==> src/rtl/serial_subtractor.sv <==
`default_nettype none
// ============================================================================
// Module      : serial_subtractor
// Description : Bit-serial a-b over 8/16/32/64-bit elements, one result bit
//               per clock, with valid/ready handshakes on both sides.
// Revision    : 1.0 - initial release
// ============================================================================
module serial_subtractor #(
    parameter int MAX_W = 64
) (
    input  logic             clk,
    input  logic             rst_n,
    input  logic             in_valid,
    output logic             in_ready,
    input  logic [MAX_W-1:0] a,
    input  logic [MAX_W-1:0] b,
    input  logic [1:0]       sew,
    output logic             out_valid,
    input  logic             out_ready,
    output logic [MAX_W-1:0] d,
    output logic             borrow,
    output logic             overflow
);

    localparam int c_CNT_W = $clog2(MAX_W);

    typedef enum logic [1:0] {
        IDLE = 2'd0,
        RUN  = 2'd1,
        DONE = 2'd2
    } state_t;

    state_t               r_state;
    logic [MAX_W-1:0]     r_a;
    logic [MAX_W-1:0]     r_b;
    logic [MAX_W-1:0]     r_acc;
    logic [MAX_W-1:0]     r_d;
    logic [1:0]           r_sew;
    logic [c_CNT_W-1:0]   r_cnt;
    logic                 r_carry;
    logic                 r_in_ready;
    logic                 r_out_valid;
    logic                 r_borrow;
    logic                 r_overflow;

    logic                 w_abit;
    logic                 w_nbit;
    logic                 w_sum;
    logic                 w_cout;
    logic                 w_last;
    logic                 w_ovf;
    logic [MAX_W-1:0]     w_acc_next;
    logic [MAX_W-1:0]     w_in_mask;

    function automatic logic [MAX_W-1:0] width_mask(input logic [1:0] s);
        logic [MAX_W-1:0] m;
        case (s)
            2'b00:   m = MAX_W'(64'h0000_0000_0000_00FF);
            2'b01:   m = MAX_W'(64'h0000_0000_0000_FFFF);
            2'b10:   m = MAX_W'(64'h0000_0000_FFFF_FFFF);
            default: m = MAX_W'(64'hFFFF_FFFF_FFFF_FFFF);
        endcase
        return m;
    endfunction

    function automatic logic [c_CNT_W-1:0] last_index(input logic [1:0] s);
        logic [c_CNT_W-1:0] idx;
        case (s)
            2'b00:   idx = c_CNT_W'(7);
            2'b01:   idx = c_CNT_W'(15);
            2'b10:   idx = c_CNT_W'(31);
            default: idx = c_CNT_W'(63);
        endcase
        return idx;
    endfunction

    // One full-adder slice: a + ~b + carry, carry seeded with 1 at acceptance.
    assign w_in_mask  = width_mask(sew);
    assign w_abit     = r_a[r_cnt];
    assign w_nbit     = ~r_b[r_cnt];
    assign w_sum      = w_abit ^ w_nbit ^ r_carry;
    assign w_cout     = (w_abit & w_nbit) | (w_abit & r_carry) | (w_nbit & r_carry);
    assign w_last     = (r_cnt == last_index(r_sew));
    assign w_acc_next = r_acc | ({{(MAX_W-1){1'b0}}, w_sum} << r_cnt);
    // Evaluated only on the sign bit: operands differ in sign and result sign flips.
    assign w_ovf      = (r_a[r_cnt] != r_b[r_cnt]) && (w_sum != r_a[r_cnt]);

    always_ff @(posedge clk) begin
        if (!rst_n) begin
            r_state     <= IDLE;
            r_a         <= '0;
            r_b         <= '0;
            r_acc       <= '0;
            r_d         <= '0;
            r_sew       <= 2'b00;
            r_cnt       <= '0;
            r_carry     <= 1'b0;
            r_in_ready  <= 1'b1;
            r_out_valid <= 1'b0;
            r_borrow    <= 1'b0;
            r_overflow  <= 1'b0;
        end else begin
            case (r_state)
                IDLE: begin
                    if (in_valid) begin
                        r_a        <= a & w_in_mask;
                        r_b        <= b & w_in_mask;
                        r_sew      <= sew;
                        r_cnt      <= '0;
                        r_carry    <= 1'b1;
                        r_acc      <= '0;
                        r_in_ready <= 1'b0;
                        r_state    <= RUN;
                    end
                end
                RUN: begin
                    r_acc   <= w_acc_next;
                    r_carry <= w_cout;
                    r_cnt   <= r_cnt + c_CNT_W'(1);
                    if (w_last) begin
                        r_d         <= w_acc_next;
                        r_borrow    <= ~w_cout;
                        r_overflow  <= w_ovf;
                        r_out_valid <= 1'b1;
                        r_state     <= DONE;
                    end
                end
                DONE: begin
                    // Returning to IDLE here means a same-edge request waits a cycle.
                    if (out_ready) begin
                        r_out_valid <= 1'b0;
                        r_borrow    <= 1'b0;
                        r_overflow  <= 1'b0;
                        r_in_ready  <= 1'b1;
                        r_state     <= IDLE;
                    end
                end
                default: begin
                    r_out_valid <= 1'b0;
                    r_borrow    <= 1'b0;
                    r_overflow  <= 1'b0;
                    r_in_ready  <= 1'b1;
                    r_state     <= IDLE;
                end
            endcase
        end
    end

    assign in_ready  = r_in_ready;
    assign out_valid = r_out_valid;
    assign d         = r_d;
    assign borrow    = r_borrow;
    assign overflow  = r_overflow;

endmodule
`default_nettype wire

==> config.mk <==
export PLATFORM = sky130hd
export DESIGN_NAME = serial_subtractor
export DESIGN_NICKNAME = d
export VERILOG_FILES = /design/src/rtl/serial_subtractor.sv
export SDC_FILE = /design/constraint.sdc
export NUM_CORES = 1
export LEC_CHECK = 0
export CAP_MARGIN = 30
export CORE_MARGIN = 3
export CORE_UTILIZATION = 56
export DETAILED_ROUTE_END_ITERATION = 16
export DONT_BUFFER_PORTS = 1
export PLACE_DENSITY = 0.73
export SLEW_MARGIN = 10
export SYNTH_ARGS = -nofsm -noshare
export SYNTH_HDL_FRONTEND = slang
export SYNTH_SLANG_ARGS = --single-unit
==> constraint.sdc <==
create_clock -name clk -period 8 [get_ports clk]
set_input_delay 1.6 -clock clk [delete_from_list [all_inputs] [get_ports clk]]
set_output_delay 1.6 -clock clk [all_outputs]
set_load 0.05 [all_outputs]
==> flow_summary.json <==
{
  "cp_max_fo": 22,
  "ys_ff_latch": 271,
  "layout_min_cycle_time_ps": 4630,
  "ys.flop_type": "dfxtp_1",
  "drv_slew": 0,
  "finalCritPeriodShare": 0.579,
  "clk_pin_slew_ps": 60,
  "critPathArrivalTime_ps": 5100,
  "final.fill_count": 1765,
  "grt_pass1_vias": 8518,
  "routed_via_density": 6.06,
  "ctsHtreeMaxLevel": 1,
  "cts_max_path_buffers": 3,
  "crit_path_start_kind": "register",
  "tightestPinTransition_ps": 977,
  "setup_tns_ps": 0,
  "rows": 52,
  "grt_max_degree": 273,
  "postSynthCellCount": 1280,
  "ctsResizeCount": 0,
  "dr_total_vias": 9047,
  "die_w_um": 151,
  "synth_area_um2": 11700,
  "avgSynthCellArea_um2": 9.16,
  "drtIter0Drc": 706,
  "drc": 0,
  "yosys.area.top_type": "dfxtp_1",
  "max_freq_ghz": 0.216,
  "ys_seq_area_frac": 0.463,
  "cts_tree": "done",
  "crit_type": "register to register",
  "synth_edf_count": 0,
  "endpoint_kind": "register",
  "syn_nets": 1417,
  "hpwl_mm": 18.7,
  "wl_per_cell_um": 19.6,
  "die-area_um2": 22700,
  "grt_use_total": 0.250,
  "coreArea_um2": 20400,
  "cts_setup_buffers": 0,
  "antenna_cells": 0,
  "die_h_um": 151,
  "gp_congestion": 0.815,
  "yosysTopAreaCellShare": 0.463,
  "syn_to_final_growth_pct": 8.19,
  "synth_cell_type_count": 49,
  "ys_async_sr_fraction": 0,
  "drive_gt1_frac": 0.0874,
  "drt_first_pass_iters": 7,
  "clkLatencyLatePin_ps": 530,
  "cts.sinks": 271,
  "grt-ovfl-total": 0,
  "skew_ps": 10.1,
  "initial_core_util": 0.574,
  "routed_wl_mm": 29.3,
  "hold_path.class": "register to register",
  "required_ps": 8470,
  "nets": 1339,
  "dpl_cell_area_um2": 11700,
  "yosys-top-cells-area": "dfxtp_1 (46%), a21boi_0 (8.5%), nand2_1 (7.2%), mux4_2 (6.7%), o211a_1 (5.5%)",
  "holdBufCountCts": 0,
  "design_area_um2": 12700,
  "antenna_found_initial": 0,
  "grt_first_pass_wirelength_mm": 45.6,
  "rsz0062_at_grt": "false",
  "io_buffers": 0,
  "numCtsBuffers": 28,
  "ys_warn_count": 0,
  "reg2reg_slack_ps": 3370,
  "ant_nets": 0,
  "peakVddDrop_v": 0.000168,
  "root_buffer": "clkbuf_16",
  "max_cap_viol_count": 0,
  "max_slew_margin": 0.344,
  "p_leak_uw": 0.00487,
  "setup_viol": 0,
  "outcome": "complete, no violations",
  "hold_viol": 0,
  "power.density_nw_per_um2": 226,
  "io_pins": 202
}
critical path, stage by stage, from the launching register on:
cell and delay, ps:
dfxtp_2 700, buf_4 460, mux4_2 550, mux2i_1 140, nor2_1 60, nor4_1 510
a21oi_1 150, fa_1 740, nand2_1 120, nor2_1 720, a21oi_1 160, nand2_1 100
o211a_1 160
cell usage after synthesis (2+ instances only):
cell type / number
and4_1: 2
o21ai_0: 7
inv_1: 4
buf_1: 13
nor3_1: 6
dfxtp_1: 271
nand2b_1: 5
mux2_2: 2
nor2b_1: 72
clkbuf_1: 91
o211a_1: 64
and2_1: 7
a21oi_1: 73
nand2_1: 225
nand3b_1: 2
buf_2: 18
nor2_1: 26
a22oi_1: 64
nand3_1: 122
mux2i_1: 5
ha_1: 2
nor4_1: 3
a21boi_0: 132
mux4_2: 35
and3_1: 4
a31oi_1: 2
flip-flops by register name (all words and copies together) (netlist names):
| register | count |
|---|---|
| borrow | 1 |
| overflow | 1 |
| r_acc | 64 |
| r_cnt | 6 |
| r_sew | 2 |
| out_valid | 1 |
| r_a | 64 |
| r_carry | 1 |
| r_b | 64 |
| r_state | 2 |
| in_ready | 1 |
| d | 64 |
cells in the final DEF, fill, tap and decap left out, types with 3 or more instances in the layout:
cell / Yosys / final
dfxtp_1: 271 / 269
nand2_1: 225 / 224
a21boi_0: 132 / 132
nand3_1: 122 / 122
a21oi_1: 73 / 73
nor2b_1: 72 / 72
o211a_1: 64 / 64
a22oi_1: 64 / 64
mux4_2: 35 / 35
clkbuf_16: 0 / 29
nor2_1: 26 / 26
buf_4: 1 / 9
clkbuf_8: 0 / 8
o21ai_0: 7 / 7
clkinv_2: 0 / 7
nor3_1: 6 / 6
clkbuf_1: 91 / 6
and2_1: 7 / 5
nand2b_1: 5 / 5
mux2i_1: 5 / 5
inv_1: 4 / 4
buf_2: 18 / 4
and3_1: 4 / 3
nor4_1: 3 / 3
buf_16: 0 / 3
metal layers:
metal | global-route usage | routed length [um]
met1 | 0.326 | 12100
met2 | 0.423 | 14400
met3 | 0.0602 | 2260
met4 | 0.0594 | 601
met5 | 0 | 0
area by class of cell:
cell class | count | area [um^2] | share of cell area
clock inverter | 9 | 73.8 | 0.00582
sequential | 271 | 5430 | 0.428
timing repair buffer | 16 | 170 | 0.0134
multi-input combinational | 881 | 5800 | 0.457
tap | 270 | 338 | 0.0266
clock buffer | 43 | 858 | 0.0677
inverter | 4 | 15.0 | 0.00118
where the power goes:
group	switching, uW	internal (uW)
Clock	528	769
Combinational	103	65.5
Sequential	19.2	1380
logic make-up after synthesis:
kind of cell             synth area share
flip-flops                          0.463
buffers and inverters              0.0439
multiplexers                       0.0734
adder cells (fa/ha/maj)           0.00384
AO/OA/AOI/OAI                       0.226
AND/OR/NAND/NOR                     0.190
through the flow:
stage / hold WS [ps] / instances / setup slack, ps / util / total power [uW]
after floorplan: 437 / 1280 / 4450 / - / 1570
after global placement: 445 / 1434 / 3450 / 0.570 / 1580
after detailed placement: 451 / 1437 / 3320 / 0.573 / 1590
after CTS: 459 / 1489 / 3300 / 0.618 / 2880
after global routing: 477 / 1494 / 2950 / 0.621 / 2960
final: 456 / 1494 / 3370 / 0.621 / 2860
final timing paths:
path,start,end,cells after the start
setup / recovery,r_cnt[0]$_SDFFE_PN0P_,d[17]$_SDFFE_PN0P_,12
hold reg to reg,r_a[56]$_SDFFE_PN0P_,r_a[56]$_SDFFE_PN0P_,2
setup reg to reg,r_cnt[0]$_SDFFE_PN0P_,d[17]$_SDFFE_PN0P_,12
hold / removal,r_a[56]$_SDFFE_PN0P_,r_a[56]$_SDFFE_PN0P_,2
Note: power is estimated with default switching activity, not from simulation.
